[src/rtl/branch_predict_unit_pkg.sv]
// Shared RISC-V branch definitions: funct3 condition encodings,
// predictor counter reset value and saturating counter helper.
package branch_predict_unit_pkg;

  typedef enum logic [2:0] {
    F3_BEQ  = 3'b000,
    F3_BNE  = 3'b001,
    F3_RSV2 = 3'b010,
    F3_RSV3 = 3'b011,
    F3_BLT  = 3'b100,
    F3_BGE  = 3'b101,
    F3_BLTU = 3'b110,
    F3_BGEU = 3'b111
  } br_funct3_e;

  // weakly not-taken
  localparam logic [1:0] BHT_CNT_RST = 2'b01;

  function automatic logic [1:0] sat_cnt2(
    input logic [1:0] c,
    input logic       up
  );
    if (up) begin
      return (c == 2'b11) ? c : c + 2'b01;
    end
    return (c == 2'b00) ? c : c - 2'b01;
  endfunction

endpackage

[src/rtl/branch_predict_unit_bht_2bit.sv]
// Branch history table of 2-bit saturating counters.
// Ports: rd_idx_i -> rd_taken_o (comb read); upd_* (sync update).
module bht_2bit
  import branch_predict_unit_pkg::*;
#(
  parameter int unsigned ENTRIES = 64,
  parameter int unsigned IDX_W   = $clog2(ENTRIES)
) (
  input  logic             clk,
  input  logic             rst,
  input  logic [IDX_W-1:0] rd_idx_i,
  output logic             rd_taken_o,
  input  logic             upd_en_i,
  input  logic [IDX_W-1:0] upd_idx_i,
  input  logic             upd_taken_i
);

  logic [1:0] cnt_q [ENTRIES];
  logic [1:0] cnt_d;

  // read returns the stored value; no bypass of a
  // same-cycle update
  assign rd_taken_o = cnt_q[rd_idx_i][1];

  always_comb begin
    cnt_d = sat_cnt2(cnt_q[upd_idx_i], upd_taken_i);
  end

  always_ff @(posedge clk) begin
    if (rst) begin
      for (int i = 0; i < int'(ENTRIES); i++) begin
        cnt_q[i] <= BHT_CNT_RST;
      end
    end else if (upd_en_i) begin
      cnt_q[upd_idx_i] <= cnt_d;
    end
  end

endmodule

[src/rtl/branch_predict_unit.sv]
// Branch resolution, redirect generation and 2-bit BHT prediction.
// Ports: if_* fetch lookup; ex_* resolve inputs; redirect/perf outs.
module branch_predict_unit
  import branch_predict_unit_pkg::*;
#(
  parameter int unsigned XLEN        = 32,
  parameter int unsigned BHT_ENTRIES = 64,
  parameter int unsigned CNT_W       = 32
) (
  input  logic             clk,
  input  logic             rst,
  input  logic [XLEN-1:0]  if_pc,
  output logic             if_pred_taken,
  input  logic             ex_valid,
  input  logic             ex_stall,
  input  logic             ex_branch,
  input  logic             ex_jal,
  input  logic             ex_jalr,
  input  logic [2:0]       ex_funct3,
  input  logic [XLEN-1:0]  ex_rs1,
  input  logic [XLEN-1:0]  ex_rs2,
  input  logic [XLEN-1:0]  ex_imm,
  input  logic [XLEN-1:0]  ex_pc,
  input  logic             ex_pred_taken,
  output logic             redirect,
  output logic [XLEN-1:0]  redirect_pc,
  output logic [XLEN-1:0]  link_addr,
  output logic             target_misaligned,
  output logic             illegal_cond,
  output logic [CNT_W-1:0] branch_cnt,
  output logic [CNT_W-1:0] mispred_cnt
);

  localparam int unsigned IDX_W = $clog2(BHT_ENTRIES);

  br_funct3_e      f3;
  logic            cond_taken;
  logic            actual_taken;
  logic            mispredict;
  logic [XLEN-1:0] pc_plus4;
  logic [XLEN-1:0] jalr_sum;
  logic [XLEN-1:0] target;
  logic            bht_upd;
  logic            jump_cnt;

  logic [CNT_W-1:0] branch_cnt_q, branch_cnt_d;
  logic [CNT_W-1:0] mispred_cnt_q, mispred_cnt_d;

  assign f3 = br_funct3_e'(ex_funct3);

  always_comb begin
    cond_taken   = 1'b0;
    illegal_cond = 1'b0;
    unique case (f3)
      F3_BEQ:  cond_taken = (ex_rs1 == ex_rs2);
      F3_BNE:  cond_taken = (ex_rs1 != ex_rs2);
      F3_BLT:  cond_taken =
        ($signed(ex_rs1) < $signed(ex_rs2));
      F3_BGE:  cond_taken =
        ($signed(ex_rs1) >= $signed(ex_rs2));
      F3_BLTU: cond_taken = (ex_rs1 < ex_rs2);
      F3_BGEU: cond_taken = (ex_rs1 >= ex_rs2);
      F3_RSV2,
      F3_RSV3: illegal_cond = ex_branch;
    endcase
  end

  assign pc_plus4  = ex_pc + XLEN'(4);
  assign link_addr = pc_plus4;
  assign jalr_sum  = ex_rs1 + ex_imm;

  // jumps win over the branch flag if both are set
  always_comb begin
    actual_taken = 1'b0;
    mispredict   = 1'b0;
    target       = ex_pc + ex_imm;
    if (ex_jalr) begin
      actual_taken = 1'b1;
      mispredict   = 1'b1;
      target       = {jalr_sum[XLEN-1:1], 1'b0};
    end else if (ex_jal) begin
      actual_taken = 1'b1;
      mispredict   = ~ex_pred_taken;
    end else if (ex_branch) begin
      actual_taken = cond_taken;
      mispredict   = cond_taken ^ ex_pred_taken;
    end
  end

  assign target_misaligned =
    ex_valid & actual_taken & (target[1:0] != 2'b00);

  assign redirect =
    ex_valid & mispredict & ~target_misaligned;

  always_comb begin
    redirect_pc = '0;
    if (redirect) begin
      redirect_pc = actual_taken ? target : pc_plus4;
    end
  end

  assign bht_upd = ex_valid & ex_branch & ~ex_stall &
                   ~illegal_cond & ~target_misaligned;

  assign jump_cnt = ex_valid & ~ex_stall &
                    (ex_jal | ex_jalr);

  bht_2bit #(
    .ENTRIES (BHT_ENTRIES),
    .IDX_W   (IDX_W)
  ) u_bht (
    .clk         (clk),
    .rst         (rst),
    .rd_idx_i    (if_pc[IDX_W+1:2]),
    .rd_taken_o  (if_pred_taken),
    .upd_en_i    (bht_upd),
    .upd_idx_i   (ex_pc[IDX_W+1:2]),
    .upd_taken_i (actual_taken)
  );

  always_comb begin
    branch_cnt_d  = branch_cnt_q;
    mispred_cnt_d = mispred_cnt_q;
    if ((bht_upd | jump_cnt) && !(&branch_cnt_q)) begin
      branch_cnt_d = branch_cnt_q + CNT_W'(1);
    end
    if (!ex_stall && redirect && !(&mispred_cnt_q)) begin
      mispred_cnt_d = mispred_cnt_q + CNT_W'(1);
    end
  end

  always_ff @(posedge clk) begin
    if (rst) begin
      branch_cnt_q  <= '0;
      mispred_cnt_q <= '0;
    end else begin
      branch_cnt_q  <= branch_cnt_d;
      mispred_cnt_q <= mispred_cnt_d;
    end
  end

  assign branch_cnt  = branch_cnt_q;
  assign mispred_cnt = mispred_cnt_q;

endmodule

[config.mk]
export PLATFORM = sky130hd
export DESIGN_NAME = branch_predict_unit
export DESIGN_NICKNAME = d
export VERILOG_FILES = /design/src/rtl/branch_predict_unit_pkg.sv /design/src/rtl/branch_predict_unit_bht_2bit.sv /design/src/rtl/branch_predict_unit.sv
export SDC_FILE = /design/constraint.sdc
export NUM_CORES = 1
export LEC_CHECK = 0
export BUFFER_PORTS_ARGS = -buffer_cell sky130_fd_sc_hd__clkbuf_2
export CELL_PAD_IN_SITES_DETAIL_PLACEMENT = 0
export CELL_PAD_IN_SITES_GLOBAL_PLACEMENT = 1
export CORE_MARGIN = 2
export CORE_UTILIZATION = 42
export DETAILED_ROUTE_END_ITERATION = 12
export PLACE_DENSITY_LB_ADDON = 0.1
export SYNTH_ARGS = -nofsm -noshare
export SYNTH_HDL_FRONTEND = slang
export SYNTH_SLANG_ARGS = --single-unit
[constraint.sdc]
create_clock -name clk -period 6.09 [get_ports clk]
set_input_delay 1.218 -clock clk [delete_from_list [all_inputs] [get_ports clk]]
set_output_delay 1.218 -clock clk [all_outputs]
set_load 0.005 [all_outputs]
==> results.yml <==
run_status:
  status: "complete, no violations"
floorplan:
  die_x_um: 193.5
  dieArea_mm2: 0.03744
  die_h_um: 193.5
  row_count: 69
  io_pins: 303
  start_util_pct: 42.51
  coreArea_mm2: 0.03548
setup_path:
  crit_arrival_ps: 4680
  crit_path_end_kind: "primary output"
  cp_max_fo: 5
  critPathKind: "in -> out"
  cp-start-kind: "input port"
  critPathRequiredTime_ps: 4870
clocking:
  root_buffer: "clkbuf_16"
  clk_pin_slew_worst_paths_ps: 70
  cts_buffers: 17
  clock_sinks: 192
  cts_max_level: 4
  clkLatencyLatePin_ps: 440
  post-cts-setup-buffers: 0
  cts_tree: "done"
  cts_max_path_buffers: 2
place:
  globalplace.congestion: 0.9266
  numPortBuffers: 276
  place_area_mm2: 0.01716
  place_hpwl_um: 38110
detailed_routing:
  vias: 14727
  drtPass1Iterations: 5
  drt_iter0_markers: 1215
  antenna_left: 0
  drc: 0
  routedWlPerCell_um: 20.85
  vias_per_cell: 5.982
  totalWireLength_um: 51320
synthesis:
  yosys.area.top_type: "edfxtp_1"
  syn_nets: 2014
  synthTopCellsByArea: "edfxtp_1 (25%), dfxtp_1 (8.5%), ha_1 (8.0%)"
  ys_seq_area_share_pct: 33.98
  netlist_instances: 1745
  synthFlopType: "edfxtp_1"
  synth_edf_count: 128
  synth_common_cells: "nand2_1 (192), edfxtp_1 (128), nor2_1 (127), nand3_1 (126), a21oi_1 (101)"
  yosysMostFrequentCell: "nand2_1"
  ys_types: 75
  ys_warn_count: 0
  syn-mean-instance-area_um2: 8.644
  async_flop_share_pct: 0
  yosys.area.top_type_share_pct: 25.48
  synthesis.area_mm2: 0.01508
  synth_seq_cells: 192
timing:
  setup_viol: 0
  period_minus_slack_ps: 5895
  worstMarginPinSlew_ps: 1182
  relSlewSlack_pct: 21.09
  fin_hold_ws_ps: 497.4
  period_share_pct: 96.80
  report.final.slew_viol_count: 0
  rsz0062_at_grt: "false"
  fmax_mhz: 169.6
  skew_ps: 8.551
  fin_setup_tns_ps: 0
  hold_viol: 0
global_route:
  grt_usage_pct: 26.80
  grt_max_degree: 65
  grt_pass1_vias: 14390
  grt_pass1_wl_um: 80150
  antenna_found_initial: 1
  overflow: 0
layout:
  final_nets: 2257
  drive_gt1_share_pct: 23.44
  diodes: 0
  fin_area_mm2: 0.01779
  area_growth_pct: 17.96
flow_run:
  max_cap_violations: 0
pwr:
  total_power_uw: 3442
  cellPowerDensity_mw_per_mm2: 193.5
  p_leak_uw: 0.006940
  ir_drop_uv: 170.6
worst_hold_path:
  hp-class: "reg -> reg"
[cell usage in the layout, fill, tap and decap left out, drive strengths merged, types with 19 or more instances in the layout]
cell type / synthesis / routed
nand4: 32 / 32
and3: 26 / 26
a21o: 31 / 31
dfxtp: 64 / 64
mux4: 21 / 21
a21oi: 101 / 101
clkbuf: 80 / 292
buf: 36 / 65
a22oi: 46 / 46
ha: 96 / 96
edfxtp: 128 / 128
inv: 60 / 68
or4: 30 / 30
a31o: 19 / 19
o21ai: 49 / 49
nand3: 126 / 126
a211oi: 25 / 25
xnor2: 68 / 68
nand2: 192 / 192
o211ai: 26 / 26
nor3: 82 / 82
nor2: 127 / 127
xor2: 30 / 30
[final timing paths]
check                              start                          end  slack, ps  depth (start not counted)
max                           ex_rs1[26]              redirect_pc[10]        200                         16
min          mispred_cnt[1]$_SDFFE_PP0P_  mispred_cnt[1]$_SDFFE_PP0P_        500                          2
max reg2reg   branch_cnt[3]$_SDFFE_PP0P_  branch_cnt[29]$_SDFFE_PP0P_       2600                          9
min reg2reg  mispred_cnt[1]$_SDFFE_PP0P_  mispred_cnt[1]$_SDFFE_PP0P_        500                          2
[routing by layer]
metal  track usage [%]  vias to the layer above  share of wire [%]
met5                 0                        -              0.025
met3             4.463                       81                6.5
met1             35.87                     7002                 44
met4             9.217                        2                2.8
met2             43.89                      546                 47
li1                  -                     7096                  -
[kinds of logic (layout without fill, tap and decap cells)]
| logic type | count (synthesis) | count (layout) | share of synthesized area (%) |
|---|---|---|---|
| simple gates | 720 | 720 | 23.82 |
| compound gates | 420 | 420 | 19.19 |
| flops | 192 | 192 | 33.98 |
| buf+inv | 177 | 433 | 4.596 |
| fa+ha+maj | 99 | 99 | 8.304 |
| xor+xnor | 98 | 98 | 5.691 |
| mux | 39 | 39 | 4.430 |
[flip-flops by register name (all words and copies together) (netlist names)]
| register | cells |
|---|---|
| branch_cnt | 32 |
| mispred_cnt | 32 |
| u_bht.cnt_q | 128 |
[critical path, stage by stage]
cell and delay, ps:
clkbuf_2 100, ha_1 330, nand4_1 140, or3_1 420
nor4_1 320, buf_4 190, o31ai_1 70, buf_4 150
o211ai_2 140, mux2i_2 380, buf_4 190, a41oi_2 290
buf_4 250, a211oi_1 280, nor3_1 80, clkbuf_2 130
[power breakdown]
part / internal, uW / leakage [uW] / switching [uW]
registers: 1400 / 0.00164 / 12.3
clock network: 619 / 0.000289 / 533
logic: 353 / 0.00501 / 522
[metrics by stage]
| step | util, % | std cells | worst slack (ps) |
|---|---|---|---|
| after CTS | 50.06 | 2462 | 189.2 |
| final | 50.14 | 2462 | 195.0 |
| after global routing | 50.14 | 2462 | 24.20 |
| after global placement | 48.37 | 2430 | 186.0 |
| after floorplan | - | 1745 | 574.6 |
| after detailed placement | 48.37 | 2430 | 210.7 |
[final cells by class]
| type | instances | area [um^2] |
|---|---|---|
| flip-flops and latches | 192 | 5125 |
| clock buffers | 17 | 425.4 |
| well taps | 461 | 576.8 |
| multi-input cells | 1376 | 9351 |
| fillers | 3440 | 17690 |
| repair buffers | 340 | 1912 |
| inverters | 61 | 229.0 |
| clock inverters | 15 | 172.7 |
[what timing repair did]
action | in CTS | in global routing
endpoints found under the setup margin | 0 | 11
gates resized for setup | 0 | 6
hold buffers | 0 | 0
Power figures use the tool's default switching activity.
